File: src/rtl/avl_pkt_pkg.sv
// avl_pkt_pkg: FSM states, header word indices and error-word bit positions for avl_pkt_source
package avl_pkt_pkg;
  typedef enum logic [2:0] {IDLE, HDR_TYPE, HDR_CNT_HI, HDR_CNT_LO, DATA, ERR} state_t;
  localparam int SENSOR_TYPE_PART = 0;
  localparam int SCAN_COUNT_FIRST_PART = 1;
  localparam int SCAN_COUNT_SECOND_PART = 2;
  localparam int ERR_OVF_BIT = 0;
  localparam int DROP_CNT_LSB = 8;
endpackage

File: src/rtl/avl_pkt_fifo.sv
// avl_pkt_fifo: synchronous sample FIFO with a fall-through read port
//   clk, reset_n (async, active-low)
//   push/wdata: write side; a push while full is accepted only if a pop happens in the same cycle
//   pop/rdata : read side; rdata shows the head word whenever empty=0
//   full, empty, count: occupancy status
module avl_pkt_fifo
  import avl_pkt_pkg::*;
#(
  parameter int WIDTH = 16,
  parameter int DEPTH = 16
) (
  input  logic                     clk,
  input  logic                     reset_n,
  input  logic                     push,
  input  logic [WIDTH-1:0]         wdata,
  input  logic                     pop,
  output logic [WIDTH-1:0]         rdata,
  output logic                     full,
  output logic                     empty,
  output logic [$clog2(DEPTH):0]   count
);
  localparam int AW = $clog2(DEPTH);
  logic [WIDTH-1:0] mem [DEPTH];
  logic [AW-1:0] wr_ptr, rd_ptr;
  logic do_push, do_pop;
  assign do_pop = pop && !empty;
  assign do_push = push && (!full || do_pop);
  assign full = count == (AW+1)'(DEPTH);
  assign empty = count == '0;
  assign rdata = mem[rd_ptr];
  always_ff @(posedge clk)
    if (do_push) mem[wr_ptr] <= wdata;
  always_ff @(posedge clk or negedge reset_n)
    if (!reset_n) begin
      wr_ptr <= '0;
      rd_ptr <= '0;
      count <= '0;
    end else begin
      if (do_push) wr_ptr <= wr_ptr + 1'b1;
      if (do_pop) rd_ptr <= rd_ptr + 1'b1;
      count <= count + (AW+1)'(do_push) - (AW+1)'(do_pop);
    end
endmodule

File: src/rtl/avl_pkt_source.sv
// avl_pkt_source: frames ADC samples into Avalon-ST packets (3 header words, PKT_LEN data words, error word)
//   clk, reset_n (async, active-low); enable gates the start of new packets
//   sensor_type: header word 0, captured when a packet starts
//   sample_valid/sample_data: valid-only sample stream into the FIFO (no back-pressure)
//   data_output_*: Avalon-ST source, readyLatency 0, all outputs registered
//   busy: high from packet start until the eop transfer
//   AVL_PKT_DROP_CNT_EN: when defined, error word bits [15:8] carry a saturating drop count
module avl_pkt_source
  import avl_pkt_pkg::*;
#(
  parameter int DATA_WIDTH = 16,
  parameter int PKT_LEN = 64,
  parameter int FIFO_DEPTH = 16
) (
  input  logic                  clk,
  input  logic                  reset_n,
  input  logic                  enable,
  input  logic [DATA_WIDTH-1:0] sensor_type,
  input  logic                  sample_valid,
  input  logic [DATA_WIDTH-1:0] sample_data,
  input  logic                  data_output_ready,
  output logic                  data_output_valid,
  output logic                  data_output_startofpacket,
  output logic                  data_output_endofpacket,
  output logic [DATA_WIDTH-1:0] data_output_data,
  output logic                  busy
);
  localparam int AW = $clog2(FIFO_DEPTH);
  localparam int CW = $clog2(PKT_LEN + 1);
  state_t state;
  logic [31:0] scan_cnt;
  logic [CW-1:0] dcnt;
  logic ovf, load_data, err_load, pop, drop;
  logic fifo_full, fifo_empty;
  logic [AW:0] fifo_count;
  logic [DATA_WIDTH-1:0] fifo_rdata, err_word;
`ifdef AVL_PKT_DROP_CNT_EN
  logic [7:0] drop_cnt;
`endif
  avl_pkt_fifo #(.WIDTH(DATA_WIDTH), .DEPTH(FIFO_DEPTH)) u_fifo (
    .clk(clk),
    .reset_n(reset_n),
    .push(sample_valid),
    .wdata(sample_data),
    .pop(pop),
    .rdata(fifo_rdata),
    .full(fifo_full),
    .empty(fifo_empty),
    .count(fifo_count)
  );
  // A data word is pulled into the output register when the register frees up
  // (or the last header word leaves) and the packet still needs data.
  always_comb begin
    load_data = (state == HDR_CNT_LO && data_output_ready) ||
                (state == DATA && (!data_output_valid || data_output_ready) && dcnt != CW'(PKT_LEN));
    err_load = state == DATA && data_output_ready && dcnt == CW'(PKT_LEN);
    pop = load_data && !fifo_empty;
    drop = sample_valid && fifo_full && !pop;
    err_word = '0;
    err_word[ERR_OVF_BIT] = ovf;
`ifdef AVL_PKT_DROP_CNT_EN
    err_word[DROP_CNT_LSB +: 8] = drop_cnt;
`endif
  end
  // The error word is frozen in the output register while it waits for ready,
  // so the sticky flags restart when it is loaded; any drop from that cycle on
  // is reported with the next packet.
  always_ff @(posedge clk or negedge reset_n)
    if (!reset_n) ovf <= 1'b0;
    else ovf <= drop || (ovf && !err_load);
`ifdef AVL_PKT_DROP_CNT_EN
  always_ff @(posedge clk or negedge reset_n)
    if (!reset_n) drop_cnt <= '0;
    else drop_cnt <= err_load ? 8'(drop) : drop_cnt + 8'(drop && drop_cnt != 8'hFF);
`endif
  always_ff @(posedge clk or negedge reset_n)
    if (!reset_n) begin
      state <= IDLE;
      data_output_valid <= 1'b0;
      data_output_startofpacket <= 1'b0;
      data_output_endofpacket <= 1'b0;
      data_output_data <= '0;
      busy <= 1'b0;
      scan_cnt <= '0;
      dcnt <= '0;
    end else begin
      case (state)
        IDLE:
          if (enable && fifo_count != '0) begin
            state <= HDR_TYPE;
            data_output_valid <= 1'b1;
            data_output_startofpacket <= 1'b1;
            data_output_data <= sensor_type;
            busy <= 1'b1;
            dcnt <= '0;
          end
        HDR_TYPE:
          if (data_output_ready) begin
            state <= HDR_CNT_HI;
            data_output_startofpacket <= 1'b0;
            data_output_data <= DATA_WIDTH'(scan_cnt[31:16]);
          end
        HDR_CNT_HI:
          if (data_output_ready) begin
            state <= HDR_CNT_LO;
            data_output_data <= DATA_WIDTH'(scan_cnt[15:0]);
          end
        HDR_CNT_LO, DATA:
          if (load_data) begin
            state <= DATA;
            data_output_valid <= !fifo_empty;
            if (!fifo_empty) begin
              data_output_data <= fifo_rdata;
              dcnt <= dcnt + 1'b1;
            end
          end else if (err_load) begin
            state <= ERR;
            data_output_endofpacket <= 1'b1;
            data_output_data <= err_word;
          end
        ERR:
          if (data_output_ready) begin
            state <= IDLE;
            data_output_valid <= 1'b0;
            data_output_endofpacket <= 1'b0;
            busy <= 1'b0;
            scan_cnt <= scan_cnt + 32'd1;
          end
        default: state <= IDLE;
      endcase
    end
endmodule

File: config.mk
export PLATFORM = sky130hd
export DESIGN_NAME = avl_pkt_source
export DESIGN_NICKNAME = d
export VERILOG_FILES = /design/src/rtl/avl_pkt_pkg.sv /design/src/rtl/avl_pkt_fifo.sv /design/src/rtl/avl_pkt_source.sv
export SDC_FILE = /design/constraint.sdc
export NUM_CORES = 1
export LEC_CHECK = 0
export ABC_AREA = 1
export ABC_CLOCK_PERIOD_IN_PS = 6090
export BUFFER_PORTS_ARGS = -buffer_cell sky130_fd_sc_hd__buf_2
export CAP_MARGIN = 10
export CORE_MARGIN = 3
export CORE_UTILIZATION = 40
export DETAILED_ROUTE_END_ITERATION = 8
export GPL_TIMING_DRIVEN = 0
export PLACE_DENSITY = 0.54
export SYNTH_ARGS = -nofsm -noshare
export SYNTH_HDL_FRONTEND = slang
export SYNTH_SLANG_ARGS = --single-unit
export TNS_END_PERCENT = 20
File: constraint.sdc
create_clock -name clk -period 6.09 [get_ports clk]
set_clock_uncertainty 0.15 [all_clocks]
set_input_delay 0.3045 -clock clk [delete_from_list [all_inputs] [get_ports clk]]
set_output_delay 0.3045 -clock clk [all_outputs]
set_load 0.03 [all_outputs]
; After elaboration in Yosys (flattened, before gate mapping)
; Memory sizes are Yosys's and may differ from the RTL's.
; Cells that the tools add are included.
[word_totals]
register_bits = 76
ramBits = 256
in_bits = 37
wordCells = 105
memories = 1
[classes]
addsub = 6
n_eq_ne = 18
n_mux = 29
reduce_logical = 39
[mem_list]
columns = memory, depth, width, read_ports, rd_clocked_by_memory_dff, write_ports, line_no
row1 = u_fifo.mem, 16, 16, 1, 0, 1, avl_pkt_fifo.sv:23  ; logic [WIDTH-1:0] mem [DEPTH];
[op_table]
columns = cell, n
row1 = $mux W16, 6
row2 = $pmux W16 S4, 1
row3 = $add A32 B1 Y32 const B, 1
row4 = $mux W7, 3
row5 = $mux W3, 6
row6 = $ne A2 B2 Y1 const B, 8
row7 = $pmux W3 S5, 1
row8 = $pmux W7 S2, 1
row9 = $logic_and A1 B1 Y1, 12
row10 = $reduce_and A4 Y1, 3
row11 = $add A4 B1 Y4 const B, 2
row12 = $reduce_bool A2 Y1, 4
row13 = $add A7 B1 Y7 const B, 1
row14 = $eq A7 B7 Y1 const B, 1
row15 = $mux W1, 7
row16 = $ne A7 B7 Y1 const B, 1
row17 = $eq A3 B2 Y1 const B, 2
row18 = $eq A3 B3 Y1 const B, 2
row19 = $ne A3 B3 Y1 const B, 2
row20 = $pmux W1 S2, 3
row21 = $reduce_and A3 Y1, 2
row22 = $reduce_and A6 Y1, 1
row23 = $add A5 B1 Y5, 1
row24 = $eq A5 B5 Y1 const B, 1
row25 = 13 further kinds, 20

; Longest topological paths before layout
[logic_depth]
word_depth = 11
mapped_depth = 17
mapped_depth_nobuf = 17

; By module
; Synthesis repeated with hierarchy kept, for this count alone.
[unflattened]
cells_unflattened = 1662
hier_area_um2 = 15477.3
[modules_own_cells]
columns = module, n_inst, cells_per_inst, area_per_inst_um2, seq_area_each_um2
row1 = avl_pkt_fifo, 1, 1120, 11623.6, 8012.7
row2 = avl_pkt_source, 1, 542, 3853.7, 1576.5

; Least setup slack after synthesis
; Ideal clock, no wire load.
[synth_timing]
kind = reg2reg
start = reg dcnt[0]
end = reg u_fifo.count[4]
setup_time_ns = 0.128
arrival_time_ns = 2.464
setup_slack_ns = 3.348
path_stages_with_launch = 18
n_path_buf = 0
period_less_slack_ns = 2.742
path_cell_list = dfrtp_1 > inv_1 > ha_1 > nand2_1 > inv_1 > nand3_1 > nand2_4 > nand2_4 > nand2_4 > inv_1 > ha_1 > inv_1 > ha_1 > inv_1 > fa_1 > o21ai_0 > a21oi_1 > xor2_1
[synth_via]
elab_chain_len = 9
[synth_lines]
columns = item, line_no
row1 = "start, declared", avl_pkt_source.sv:32  ; logic [CW-1:0] dcnt;
row2 = "start signal, assigned", avl_pkt_source.sv:114  ; dcnt <= dcnt + 1'b1;
row3 = $ne A7 B7 Y1 *, avl_pkt_source.sv:55  ; (state == DATA && (!data_output_valid || data_output_ready) && dcnt != CW'(PKT_LEN));
row4 = $logic_and A1 B1 Y1 *, avl_pkt_source.sv:55
row5 = $logic_or A1 B1 Y1 *, avl_pkt_source.sv:54  ; load_data = (state == HDR_CNT_LO && data_output_ready) ||
row6 = $logic_and A1 B1 Y1 *, avl_pkt_source.sv:57  ; pop = load_data && !fifo_empty;
row7 = $logic_and A1 B1 Y1 *, avl_pkt_fifo.sv:26  ; assign do_pop = pop && !empty;
row8 = net u_fifo.do_pop, avl_pkt_fifo.sv:25  ; logic do_push, do_pop;
row9 = $logic_or A1 B1 Y1, avl_pkt_fifo.sv:27  ; assign do_push = push && (!full || do_pop);
row10 = $logic_and A1 B1 Y1, avl_pkt_fifo.sv:27
row11 = $add A5 B1 Y5, avl_pkt_fifo.sv:41  ; count <= count + (AW+1)'(do_push) - (AW+1)'(do_pop);
row12 = $sub A5 B1 Y5 *, avl_pkt_fifo.sv:41
row13 = "end signal, assigned", avl_pkt_fifo.sv:41
row14 = "end, declared", avl_pkt_fifo.sv:20  ; output logic [$clog2(DEPTH):0] count
; Mark *: on every way through the listed nets, which the timed path passes. The rest lies on a longest branch.
; A chain may end at the register's enable or synchronous reset.

; Final worst setup path
[layout_timing]
start = reg u_fifo.count[3]
end = reg u_fifo.count[4]
[layout_via]
elab_chain_len = 8
[layout_lines]
columns = item, line_no
row1 = $logic_not A5 Y1 *, avl_pkt_fifo.sv:29  ; assign empty = count == '0;
row2 = $logic_not A1 Y1 *, -
row3 = $logic_and A1 B1 Y1, avl_pkt_source.sv:57
row4 = $logic_and A1 B1 Y1 *, avl_pkt_fifo.sv:26
row5 = net u_fifo.do_pop, avl_pkt_fifo.sv:25
row6 = $logic_or A1 B1 Y1, avl_pkt_fifo.sv:27
row7 = $logic_and A1 B1 Y1, avl_pkt_fifo.sv:27
row8 = $add A5 B1 Y5, avl_pkt_fifo.sv:41
row9 = $sub A5 B1 Y5 *, avl_pkt_fifo.sv:41
; Marks and branches as above.

==> impl_metrics.toml <==
[sta]
setup_viol = 0
worst_slew_pin_slew_ps = 993
final_hold_viol_count = 0
setup_ws_ps = 2780
rsz0062_at_grt = "false"
final_max_slew_viol_count = 0
maxSlewHeadroom_pct = 33.7
hold-worst-slack_ps = 7.80
period_needed_ps = 3310
timing.final.crit_share_pct = 54.3
fin_setup_tns_ps = 0
fmaxAchievable_ghz = 0.303

[yosys]
synth_top_family_by_area = "simple AND/OR/NAND/NOR gates"
yosys.cell_types.count = 37
syn_inst = 1378
synthSimpleGateAreaFrac_pct = 24.8
ys_seq_area_share_pct = 65.6
ys_seq_elements = 332
muxShareOfSynthArea_pct = 0
synth_xor_area_share_pct = 2.34
syn_area_um2 = 14600
synthArstFlopShare_pct = 22.9
ys_warn_count = 0
synth_fa_ha_area_share_pct = 1.33
syn-num-nets = 1430
synth_edf_count = 256
synthFlopType = "edfxtp_1"
synth_compound_area_share_pct = 2.05
syn_area_per_cell_um2 = 10.6

[pwr]
p_int_mw = 4.94
seqPwrFrac_pct = 35.3
p_clk_share_pct = 26.3
peakVddDrop_mv = 0.348
leakagePower_nw = 6.86
power_density_nw_per_um2 = 479
total_power_mw = 8.19
pwr-share-comb_pct = 38.4
p_switching_mw = 3.25
swShare_pct = 39.7

[layout]
drive_above_1_share_pct = 13.0
final_core_util_pct = 47.7
fin_area_um2 = 17100
fin_cells = 1991
final_nets = 1555
fill_cells = 3293
area_growth_syn_to_layout_pct = 16.9
antenna_cells = 0

[clocking]
clk_latency_ps = 530
cts_root_buf = "clkbuf_16"
cts_tree = "yes"
cts.sinks = 332
cts_inserted_buffers = 38
clock_path_buffers = 3
cts-resized-gates = 0
htree_levels = 2
clkTransAtPathRegs_ps = 60

[floorplan]
dieWidth_um = 197
dieArea_um2 = 38900
ios = 57
start_util_pct = 40.8
core_um2 = 35800
rows = 69
die_h_um = 197

[routing]
vias_per_cell = 5.20
antenna_left = 0
detailroute.via_count = 10300
drc_errors = 0
dr.pass1.iters = 5
avgRoutedWirePerCell_um = 20.2
drt_iter0_markers = 760
postRouteWirelength_um = 40100

[worst_setup_path]
crit_fanout = 7
r2r_cells = 13
crit_required_ps = 6340
r2r_start = "u_fifo.count[3]"
critPathLaunchType = "flop"
r2r_slack_ps = 2780
timing.rr.end = "u_fifo.count[4]"
cp-end-kind = "flop"
critPathArrivalTime_ps = 3550
critPathKind = "flop to flop"

[hold_path]
min-delay-path-class = "input pin to flop"
hp-start = "sensor_type[2]"
whs_path_depth = 5
hold_path_end = "data_output_data[2]"

[job]
cap_violations = 0

[place]
place_ws_ps = 2820
gp_congestion = 0.873
placed_cell_area_um2 = 15800
io_buffer_count = 56
dp.cells = 1911
hpwl_um = 28100

[run_status]
status = "finished clean"

[global_route]
grt_pass1_vias = 9952
grt_pass1_wl_um = 61200
grt_antenna_before_repair = 0
grt_max_degree = 65
grt-ovfl-total = 0
grt_use_total_pct = 20.8
==> worst max path at each step <==
| stage | end | startpoint | slack (ps) |
|---|---|---|---|
| 2_1_floorplan | u_fifo.count[4] | dcnt[0] | 3350 |
| 3_3_place_gp | u_fifo.mem[12][15] | state[2] | 2360 |
| 3_5_place_dp | u_fifo.count[4] | u_fifo.count[3] | 2820 |
| 4_1_cts | u_fifo.count[4] | u_fifo.count[3] | 2800 |
| 5_1_grt | u_fifo.count[4] | dcnt[0] | 2580 |
| 6_report | u_fifo.count[4] | u_fifo.count[3] | 2780 |
==> cell usage in the layout, fill, tap and decap left out, types with 8 or more instances in the layout <==
| cell | count |
|---|---|
| a22oi_1 | 14 |
| o21ai_0 | 14 |
| buf_8 | 14 |
| clkbuf_1 | 31 |
| nor2_1 | 33 |
| nor3_1 | 14 |
| buf_2 | 73 |
| edfxtp_1 | 256 |
| nand3_1 | 279 |
| xor2_1 | 29 |
| nand2_4 | 9 |
| inv_1 | 73 |
| ha_1 | 14 |
| clkbuf_16 | 38 |
| nor2_2 | 19 |
| xnor2_1 | 10 |
| dlygate4sd3_1 | 13 |
| buf_1 | 16 |
| dfrtp_1 | 76 |
| nand2_1 | 429 |
| nand4_1 | 8 |
==> critical path, cell delays in order, from the launching register on <==
cell and delay (ps):
dfrtp_1 390, inv_1 80, ha_1 160, nand4_1 440
nand2_4 330, inv_1 230, ha_1 330, inv_1 60
ha_1 160, inv_1 50, fa_1 390, o21ai_0 180
a21oi_1 100, xor2_1 140
==> cells by family after synthesis <==
family | count (synthesis)
AOI/OAI and AO/OA | 44
and+or+nand+nor | 808
DFF | 332
adders and majority gates | 15
xor gates and xnor gates | 39
buffers and inverters | 140
==> routing by layer <==
| metal | up-vias | GRT usage [%] | part of all wire (%) |
|---|---|---|---|
| met1 | 5037 | 29.9 | 46 |
| met5 | - | 0 | 0 |
| met4 | 0 | 5.31 | 2.3 |
| li1 | 4969 | - | - |
| met3 | 60 | 3.56 | 5.5 |
| met2 | 280 | 33.2 | 46 |
==> synthesized netlist by cell type (all sizes together) (5+ instances only) <==
cell type    n  area (um2)
nor3        15        86.3
o21ai       15        86.3
buf         38         191
a21oi        7        35.0
a22oi       15         126
nand3      282        1430
o31ai        5        37.5
clkbuf      23        86.3
xor2        29         254
nand4        9        71.3
edfxtp     256        7690
xnor2       10        87.6
inv         78         295
ha          14         175
nor2        57         268
dfrtp       76        1900
nand2      444        1750
==> sequential cells by signal (all words and copies together), names as in the netlist <==
name	flops
ovf	1
u_fifo.wr_ptr	4
dcnt	7
u_fifo.rd_ptr	4
data_output_valid	1
data_output_data	16
u_fifo.mem	256
data_output_startofpacket	1
busy	1
u_fifo.count	5
state	3
data_output_endofpacket	1
scan_cnt	32
==> layout make-up <==
| class | instances | area (um2) | area share [%] |
|---|---|---|---|
| well taps | 461 | 577 | 3.37 |
| flip-flops and latches | 332 | 9590 | 56.1 |
| plain buffers | 61 | 278 | 1.63 |
| clock buffers | 51 | 1050 | 6.14 |
| clock inverters | 16 | 123 | 0.717 |
| multi-input cells | 906 | 4500 | 26.3 |
| inverters | 79 | 299 | 1.75 |
| repair buffers | 85 | 678 | 3.97 |
==> power by group through the flow <==
stage / clock network [mW] / logic, mW / registers, mW
after floorplan: 0 / 1.94 / 3.03
after global placement: 0 / 3.07 / 2.94
after detailed placement: 0 / 3.16 / 2.94
after CTS: 2.20 / 3.18 / 2.89
after global routing: 2.30 / 3.50 / 2.92
final: 2.15 / 3.14 / 2.89
==> what timing repair did <==
item | 4_1_cts | 5_1_grt
hold buffers | 13 | 0
setup endpoints to repair | 0 | 0
hold endpoints to repair | 97 | 0
setup buffers | 0 | 0
Power figures use the tool's default switching activity.
